===== src/rtl/path_cap_pkg.sv =====
// ---------------------------------------------------------------------------
// path_cap_pkg
// Shared definitions for the path-planner mailbox responder.
//   - Default mailbox base address, node width and FIFO depth
//   - Mailbox register offsets (OFF_START, OFF_END, OFF_NODE, OFF_DONE)
//   - Job state enumeration
// ---------------------------------------------------------------------------
package path_cap_pkg;

    localparam logic [31:0] DEF_BASE_ADDR = 32'h0200_0000;
    localparam int          DEF_NODE_W    = 5;
    localparam int          DEF_DEPTH     = 32;

    localparam logic [31:0] OFF_START = 32'h0;
    localparam logic [31:0] OFF_END   = 32'h4;
    localparam logic [31:0] OFF_NODE  = 32'h8;
    localparam logic [31:0] OFF_DONE  = 32'hC;

    typedef enum logic [1:0] {
        ST_IDLE  = 2'd0,
        ST_RUN   = 2'd1,
        ST_DRAIN = 2'd2,
        ST_DONE  = 2'd3
    } state_t;

endpackage


===== src/rtl/path_fifo.sv =====
// ---------------------------------------------------------------------------
// path_fifo
// Synchronous FIFO holding the captured path nodes. A push into a full FIFO
// is accepted when a pop happens in the same cycle. Flush empties the FIFO
// and takes priority over push/pop.
// Ports:
//   i_clk, i_rst_n   clock, asynchronous active-low reset
//   i_flush          discard all contents
//   i_push, i_data   write request and data
//   i_pop            read request (ignored when empty)
//   o_data           head entry, 0 while empty
//   o_full, o_empty  occupancy flags
//   o_count          number of stored entries
// ---------------------------------------------------------------------------
module path_fifo
    import path_cap_pkg::*;
#(
    parameter int W     = DEF_NODE_W,
    parameter int DEPTH = DEF_DEPTH
) (
    input  logic                   i_clk,
    input  logic                   i_rst_n,
    input  logic                   i_flush,
    input  logic                   i_push,
    input  logic [W-1:0]           i_data,
    input  logic                   i_pop,
    output logic [W-1:0]           o_data,
    output logic                   o_full,
    output logic                   o_empty,
    output logic [$clog2(DEPTH):0] o_count
);

    localparam int AW = $clog2(DEPTH);

    logic [W-1:0] r_mem [DEPTH];
    logic [AW:0]  r_wr_ptr;
    logic [AW:0]  r_rd_ptr;
    logic [AW:0]  w_count;
    logic         w_do_push;
    logic         w_do_pop;

    // Pointers carry one extra bit so full and empty are distinguishable.
    assign w_count   = r_wr_ptr - r_rd_ptr;
    assign o_empty   = (w_count == '0);
    assign o_full    = (w_count == (AW+1)'(DEPTH));
    assign o_count   = w_count;
    assign w_do_pop  = i_pop && !o_empty;
    assign w_do_push = i_push && (!o_full || w_do_pop);
    assign o_data    = o_empty ? '0 : r_mem[r_rd_ptr[AW-1:0]];

    always_ff @(posedge i_clk or negedge i_rst_n) begin
        if (!i_rst_n) begin
            r_wr_ptr <= '0;
            r_rd_ptr <= '0;
        end else if (i_flush) begin
            r_wr_ptr <= '0;
            r_rd_ptr <= '0;
        end else begin
            if (w_do_push) r_wr_ptr <= r_wr_ptr + (AW+1)'(1);
            if (w_do_pop)  r_rd_ptr <= r_rd_ptr + (AW+1)'(1);
        end
    end

    // Storage is not reset; the empty mask on o_data hides stale contents.
    always_ff @(posedge i_clk) begin
        if (w_do_push && !i_flush) r_mem[r_wr_ptr[AW-1:0]] <= i_data;
    end

endmodule


===== src/rtl/path_capture_mmio.sv =====
// ---------------------------------------------------------------------------
// path_capture_mmio
// Mailbox responder on the CPU data bus for the path-planner program.
// Supplies START/END points, captures NODE_POINT stores into a FIFO,
// detects the CPU_DONE store and streams nodes to the navigation controller.
// The CPU is held in reset whenever no job is running.
// Optional feature macro: PATH_CAP_RANGE_CHECK_EN (reject out-of-range nodes
// and flag bad_node; otherwise nodes are truncated and bad_node is 0).
// Ports:
//   clk, reset_n                 clock, asynchronous active-low reset
//   start_point, end_point       job endpoints, latched on load_points rise
//   load_points                  rising edge starts a new job
//   MemWrite, DataAdr, WriteData CPU store bus
//   ReadData                     combinational mailbox read data
//   cpu_run                      1 = CPU released from reset
//   node_valid/node_data/node_ready  node stream to the consumer
//   node_count                   accepted node pushes in this job
//   path_done                    job finished and FIFO drained
//   overflow, bad_node           sticky error flags
// ---------------------------------------------------------------------------
module path_capture_mmio
    import path_cap_pkg::*;
#(
    parameter logic [31:0] BASE_ADDR = DEF_BASE_ADDR,
    parameter int          NODE_W    = DEF_NODE_W,
    parameter int          DEPTH     = DEF_DEPTH
) (
    input  logic                   clk,
    input  logic                   reset_n,
    input  logic [NODE_W-1:0]      start_point,
    input  logic [NODE_W-1:0]      end_point,
    input  logic                   load_points,
    input  logic                   MemWrite,
    input  logic [31:0]            DataAdr,
    input  logic [31:0]            WriteData,
    output logic [31:0]            ReadData,
    output logic                   cpu_run,
    output logic                   node_valid,
    output logic [NODE_W-1:0]      node_data,
    input  logic                   node_ready,
    output logic [$clog2(DEPTH):0] node_count,
    output logic                   path_done,
    output logic                   overflow,
    output logic                   bad_node
);

    localparam int CW = $clog2(DEPTH) + 1;

    state_t            r_state;
    logic              r_load_d;
    logic              r_pending;
    logic [NODE_W-1:0] r_start_pt;
    logic [NODE_W-1:0] r_end_pt;
    logic [NODE_W-1:0] r_last_node;
    logic [CW-1:0]     r_node_count;
    logic              r_overflow;

    logic              w_load_edge;
    logic              w_store;
    logic              w_node_store;
    logic              w_done_store;
    logic              w_push_req;
    logic              w_push_ok;
    logic              w_pop;
    logic              w_full;
    logic              w_empty;
    logic [CW-1:0]     w_fifo_count;

    assign w_load_edge  = load_points && !r_load_d;
    // Stores only count while a job runs; a load edge in the same cycle wins.
    assign w_store      = MemWrite && (r_state == ST_RUN) && !w_load_edge;
    assign w_node_store = w_store && (DataAdr == BASE_ADDR + OFF_NODE);
    assign w_done_store = w_store && (DataAdr == BASE_ADDR + OFF_DONE) && (WriteData != '0);

`ifdef PATH_CAP_RANGE_CHECK_EN
    logic r_bad_node;
    logic w_in_range;
    assign w_in_range = ((WriteData >> NODE_W) == '0);
    assign w_push_req = w_node_store && w_in_range;
    assign bad_node   = r_bad_node;
`else
    assign w_push_req = w_node_store;
    assign bad_node   = 1'b0;
`endif

    assign node_valid = !w_empty && ((r_state == ST_RUN) || (r_state == ST_DRAIN));
    assign w_pop      = node_valid && node_ready;
    assign w_push_ok  = w_push_req && (!w_full || w_pop);

    assign cpu_run    = (r_state == ST_RUN);
    assign path_done  = (r_state == ST_DONE);
    assign node_count = r_node_count;
    assign overflow   = r_overflow;

    path_fifo #(
        .W     (NODE_W),
        .DEPTH (DEPTH)
    ) u_fifo (
        .i_clk   (clk),
        .i_rst_n (reset_n),
        .i_flush (w_load_edge),
        .i_push  (w_push_ok),
        .i_data  (WriteData[NODE_W-1:0]),
        .i_pop   (w_pop),
        .o_data  (node_data),
        .o_full  (w_full),
        .o_empty (w_empty),
        .o_count (w_fifo_count)
    );

    // Job FSM and capture registers. A load edge parks the FSM in IDLE for
    // one cycle (CPU held in reset while the FIFO flushes), then r_pending
    // moves it into RUN. DRAIN finishes at the edge of the final pop.
    always_ff @(posedge clk or negedge reset_n) begin
        if (!reset_n) begin
            r_state      <= ST_IDLE;
            r_load_d     <= 1'b0;
            r_pending    <= 1'b0;
            r_start_pt   <= '0;
            r_end_pt     <= '0;
            r_last_node  <= '0;
            r_node_count <= '0;
            r_overflow   <= 1'b0;
`ifdef PATH_CAP_RANGE_CHECK_EN
            r_bad_node   <= 1'b0;
`endif
        end else begin
            r_load_d <= load_points;
            if (w_load_edge) begin
                r_state      <= ST_IDLE;
                r_pending    <= 1'b1;
                r_start_pt   <= start_point;
                r_end_pt     <= end_point;
                r_last_node  <= '0;
                r_node_count <= '0;
                r_overflow   <= 1'b0;
`ifdef PATH_CAP_RANGE_CHECK_EN
                r_bad_node   <= 1'b0;
`endif
            end else begin
                r_pending <= 1'b0;
                case (r_state)
                    ST_IDLE:  if (r_pending) r_state <= ST_RUN;
                    ST_RUN:   if (w_done_store) r_state <= ST_DRAIN;
                    ST_DRAIN: if (w_empty || (w_pop && w_fifo_count == CW'(1)))
                                  r_state <= ST_DONE;
                    default:  r_state <= r_state;
                endcase
                if (w_push_ok) begin
                    r_node_count <= r_node_count + CW'(1);
                    r_last_node  <= WriteData[NODE_W-1:0];
                end
                if (w_push_req && w_full && !w_pop) r_overflow <= 1'b1;
`ifdef PATH_CAP_RANGE_CHECK_EN
                if (w_node_store && !w_in_range) r_bad_node <= 1'b1;
`endif
            end
        end
    end

    // Mailbox read decode; unmapped addresses return zero.
    always_comb begin
        ReadData = '0;
        if (DataAdr == BASE_ADDR + OFF_START)
            ReadData = {{(32-NODE_W){1'b0}}, r_start_pt};
        else if (DataAdr == BASE_ADDR + OFF_END)
            ReadData = {{(32-NODE_W){1'b0}}, r_end_pt};
        else if (DataAdr == BASE_ADDR + OFF_NODE)
            ReadData = {{(32-NODE_W){1'b0}}, r_last_node};
        else if (DataAdr == BASE_ADDR + OFF_DONE)
            ReadData = {31'b0, (r_state == ST_DRAIN) || (r_state == ST_DONE)};
    end

endmodule


===== config.mk =====
export PLATFORM = sky130hd
export DESIGN_NAME = path_capture_mmio
export DESIGN_NICKNAME = d
export VERILOG_FILES = /design/src/rtl/path_cap_pkg.sv /design/src/rtl/path_fifo.sv /design/src/rtl/path_capture_mmio.sv
export SDC_FILE = /design/constraint.sdc
export NUM_CORES = 1
export LEC_CHECK = 0
export BUFFER_PORTS_ARGS = -buffer_cell sky130_fd_sc_hd__buf_2
export CAP_MARGIN = 20
export CORE_MARGIN = 2
export CORE_UTILIZATION = 55
export CTS_CLUSTER_DIAMETER = 80
export DETAILED_ROUTE_END_ITERATION = 7
export PLACE_DENSITY = 0.88
export SLEW_MARGIN = 10
export SYNTH_ARGS = -nofsm -noshare
export SYNTH_HDL_FRONTEND = slang
export SYNTH_SLANG_ARGS = --single-unit

===== constraint.sdc =====
create_clock -name clk -period 7.5 [get_ports clk]
set_clock_uncertainty 0.15 [all_clocks]
set_input_delay 1.5 -clock clk [delete_from_list [all_inputs] [get_ports clk]]
set_output_delay 1.5 -clock clk [all_outputs]
set_load 0.05 [all_outputs]

==> flow_metrics.py <==
metrics = {
    "detailed_routing": {
        "drc": 0,
        "route.detailed.wl_per_inst_um": 22.2,
        "drt_iter0_drc": 574,
        "via_count": 5501,
        "antenna_left": 0,
        "dr.pass1.iters": 6,
        "vias_per_cell": 6.07,
        "routed_wl_mm": 20.1,
    },
    "logic_synthesis": {
        "synth.top_cells.by_area": "edfxtp_1 54%, mux4_2 12%, dfrtp_1 11%",
        "netlist.area_leader.share": 0.537,
        "yosysUniqueCellTypes": 50,
        "synth.mux.area_fraction": 0.143,
        "synth_top_cell_by_area": "edfxtp_1",
        "synth_fa_ha_area_frac": 0.0246,
        "synth_xor_area_frac": 0.00881,
        "synth_compound_area_frac": 0.0305,
        "syn_area_per_cell_um2": 15.3,
        "synth_top_family_by_area": "multiplexers",
        "synth_ff_type": "edfxtp_1",
        "yosysWarnings": 0,
        "synthSimpleGateAreaFrac": 0.107,
        "syn_area_mm2": 0.00894,
        "ys_seq_elements": 198,
        "syn_inst": 584,
        "synthArstFlopShare": 0.192,
        "synth_seq_area_share": 0.644,
        "synth-edff-count": 160,
    },
    "critical_path": {
        "worstPathArrival_ns": 3.94,
        "cp-start-kind": "flop",
        "slowest_delay_ns": 1.04,
        "path_class": "flop to primary output",
        "worstPathMaxFanout": 22,
        "cp_top_family": "flip-flops",
        "cp.required_ns": 5.85,
        "path_cells": "inv_2 > ha_1 > a21oi_1 > nand2_1 > mux2i_1 > and3_1 > and2_1 > nor2_1 > buf_2",
        "crit_cells": 9,
        "endpoint_kind": "primary output",
        "slowest_stage": "dfrtp_1",
        "reg2reg_depth": 9,
        "critical_path_buf_inv_count": 2,
    },
    "timing": {
        "period_needed_ns": 5.59,
        "finalHoldViolCount": 0,
        "fin_crit_sh": 0.745,
        "relSlewSlack": 0.290,
        "clock.fmax_mhz": 179,
        "hold_ws_ns": 0.328,
        "slew_viol_final": 0,
        "setup-tns-final_ns": 0,
        "finalSetupViolCount": 0,
        "worst_pin_slew_ns": 1.06,
        "rsz0062_at_grt": "no",
    },
    "floorplanning": {
        "row_count": 46,
        "die_h_um": 132,
        "io_pins": 127,
        "initial_core_util": 0.563,
        "coreArea_mm2": 0.0159,
        "die_w_um": 132,
        "dieArea_mm2": 0.0173,
    },
    "cells_and_area": {
        "area_growth_pct": 13.2,
        "fin_nets": 775,
        "drive_gt1_frac": 0.275,
        "final_cell_mix": "160 x edfxtp_1, 98 x buf_2, 56 x nand2_1",
        "antennaDiodeCount": 0,
        "fillers": 1091,
        "final_common_cell": "edfxtp_1",
    },
    "clock_network": {
        "clock_sinks": 198,
        "post_cts_resized": 0,
        "worst_setup_hold_path_clk_slew_ns": 0.07,
        "ctsLongestPathBuffers": 2,
        "numCtsBuffers": 17,
        "ctsHtreeMaxLevel": 4,
        "cts_setup_buffers": 0,
        "cts_root_buf": "clkbuf_16",
        "cts_tree": "built",
        "cts_hold_buf": 0,
        "clk_latency_ns": 0.43,
    },
    "power_and_ir_drop": {
        "cellLeakagePower_uw": 0.00395,
        "ir_drop_uv": 189,
        "p_per_area_mw_per_mm2": 282,
    },
    "run": {
        "cap_violations": 0,
    },
    "outcome": {
        "outcome": "complete, no violations",
    },
    "grt": {
        "gr-total-overflow": 0,
        "grt_pass1_vias": 5700,
        "grt_start_max_net_pins": 44,
        "grt_pass1_wl_mm": 31.4,
        "grtUsageTotal": 0.238,
        "antenna_found_initial": 0,
    },
    "placed_design": {
        "gp_congestion": 0.894,
        "dp_hpwl_mm": 13.1,
        "portBuffers": 98,
    },
    "hold_path": {
        "hold_class": "flop to flop",
        "whs_path_depth": 2,
    },
}
-- synthesized netlist by cell type, drive strengths merged (2+ instances only) --
library cell and n:
nand2b 3, a211oi 5, clkbuf 18, mux4 46, and2 2, buf 38
a21oi 16, nor4 13, or4 3, o31ai 4, mux2i 24, edfxtp 160
and3b 2, a41o 2, ha 16, nor4b 2, o21ai 9, inv 10
nand3 13, nor3b 3, nor2 25, nor2b 9, o211ai 2, nor3 6
dfrtp 38, xnor2 5, xor2 4, or3 4, nand3b 2, and3 28
nand2 56, nand4 6
-- worst paths after layout --
check | start | to | slack [ns]
min in group asynchronous | reset_n | r_end_pt[3]$_DFFE_PN0P_ | 1.03
min | r_start_pt[0]$_DFFE_PN0P_ | r_start_pt[0]$_DFFE_PN0P_ | 0.33
max | u_fifo.r_rd_ptr[2]$_DFFE_PN0P_ | node_data[2] | 1.91
max reg2reg | u_fifo.r_rd_ptr[2]$_DFFE_PN0P_ | u_fifo.r_mem[0][1]$_DFFE_PP_ | 2.94
min reg2reg | r_start_pt[0]$_DFFE_PN0P_ | r_start_pt[0]$_DFFE_PN0P_ | 0.33
max in group asynchronous | reset_n | u_fifo.r_rd_ptr[0]$_DFFE_PN0P_ | 5.58
-- registers in the layout, summed over array words and instances, names as in the netlist --
register / cells
r_pending: 1
node_count: 6
r_end_pt: 5
u_fifo.r_wr_ptr: 6
r_last_node: 5
overflow: 1
r_state: 2
r_load_d: 1
u_fifo.r_mem: 160
u_fifo.r_rd_ptr: 6
r_start_pt: 5
-- through the flow --
| step | total power (uW) | cells | utilization | setup slack [ns] | instance area [um2] |
|---|---|---|---|---|---|
| after detailed placement | 1920 | 876 | 0.599 | 2.48 | 9520 |
| after CTS | 2860 | 907 | 0.638 | 2.02 | 10100 |
| after floorplan | 1760 | 611 | - | 2.45 | 9040 |
| after global routing | 2950 | 907 | 0.638 | 1.76 | 10100 |
| final | 2860 | 907 | 0.638 | 1.91 | 10100 |
| after global placement | 1890 | 876 | 0.599 | 2.70 | 9520 |
-- kinds of logic (layout without fill, tap and decap cells) --
group                    count (synthesis)  after routing
multiplexers                            70             70
other                                    1             28
flip-flops                             198            198
adder cells (fa/ha/maj)                 17             17
AND/OR/NAND/NOR                        179            179
AO/OA/AOI/OAI                           43             43
XOR/XNOR                                 9              9
buffers and inverters                   67            147
-- report_power, final --
group	total [uW]	internal [uW]	switching, uW
clock	941	555	386
combinational	693	266	427
sequential	1220	1200	17.3
total	2860	2020	830
-- per-layer routing --
metal  global-route usage  share of wire
met1                0.299           0.38
met2                0.406           0.51
met3               0.0440          0.068
met4                0.107          0.037
met5                    0              0
-- worst min-delay path, cell delays in order (launching register included) --
cell	delay [ns]
dfrtp_1	0.34
nand2_1	0.05
nand2_1	0.06
-- layout make-up --
cell class / instances / area [um2] / share of cell area
repair buffers: 105 / 543 / 0.0536
multi-input cells: 346 / 2910 / 0.287
flip-flops and latches: 198 / 5760 / 0.568
clock inverters: 13 / 176 / 0.0174
well taps: 216 / 270 / 0.0267
clock buffers: 18 / 429 / 0.0424
inverters: 11 / 41.3 / 0.00408
Power figures use the tool's default switching activity.
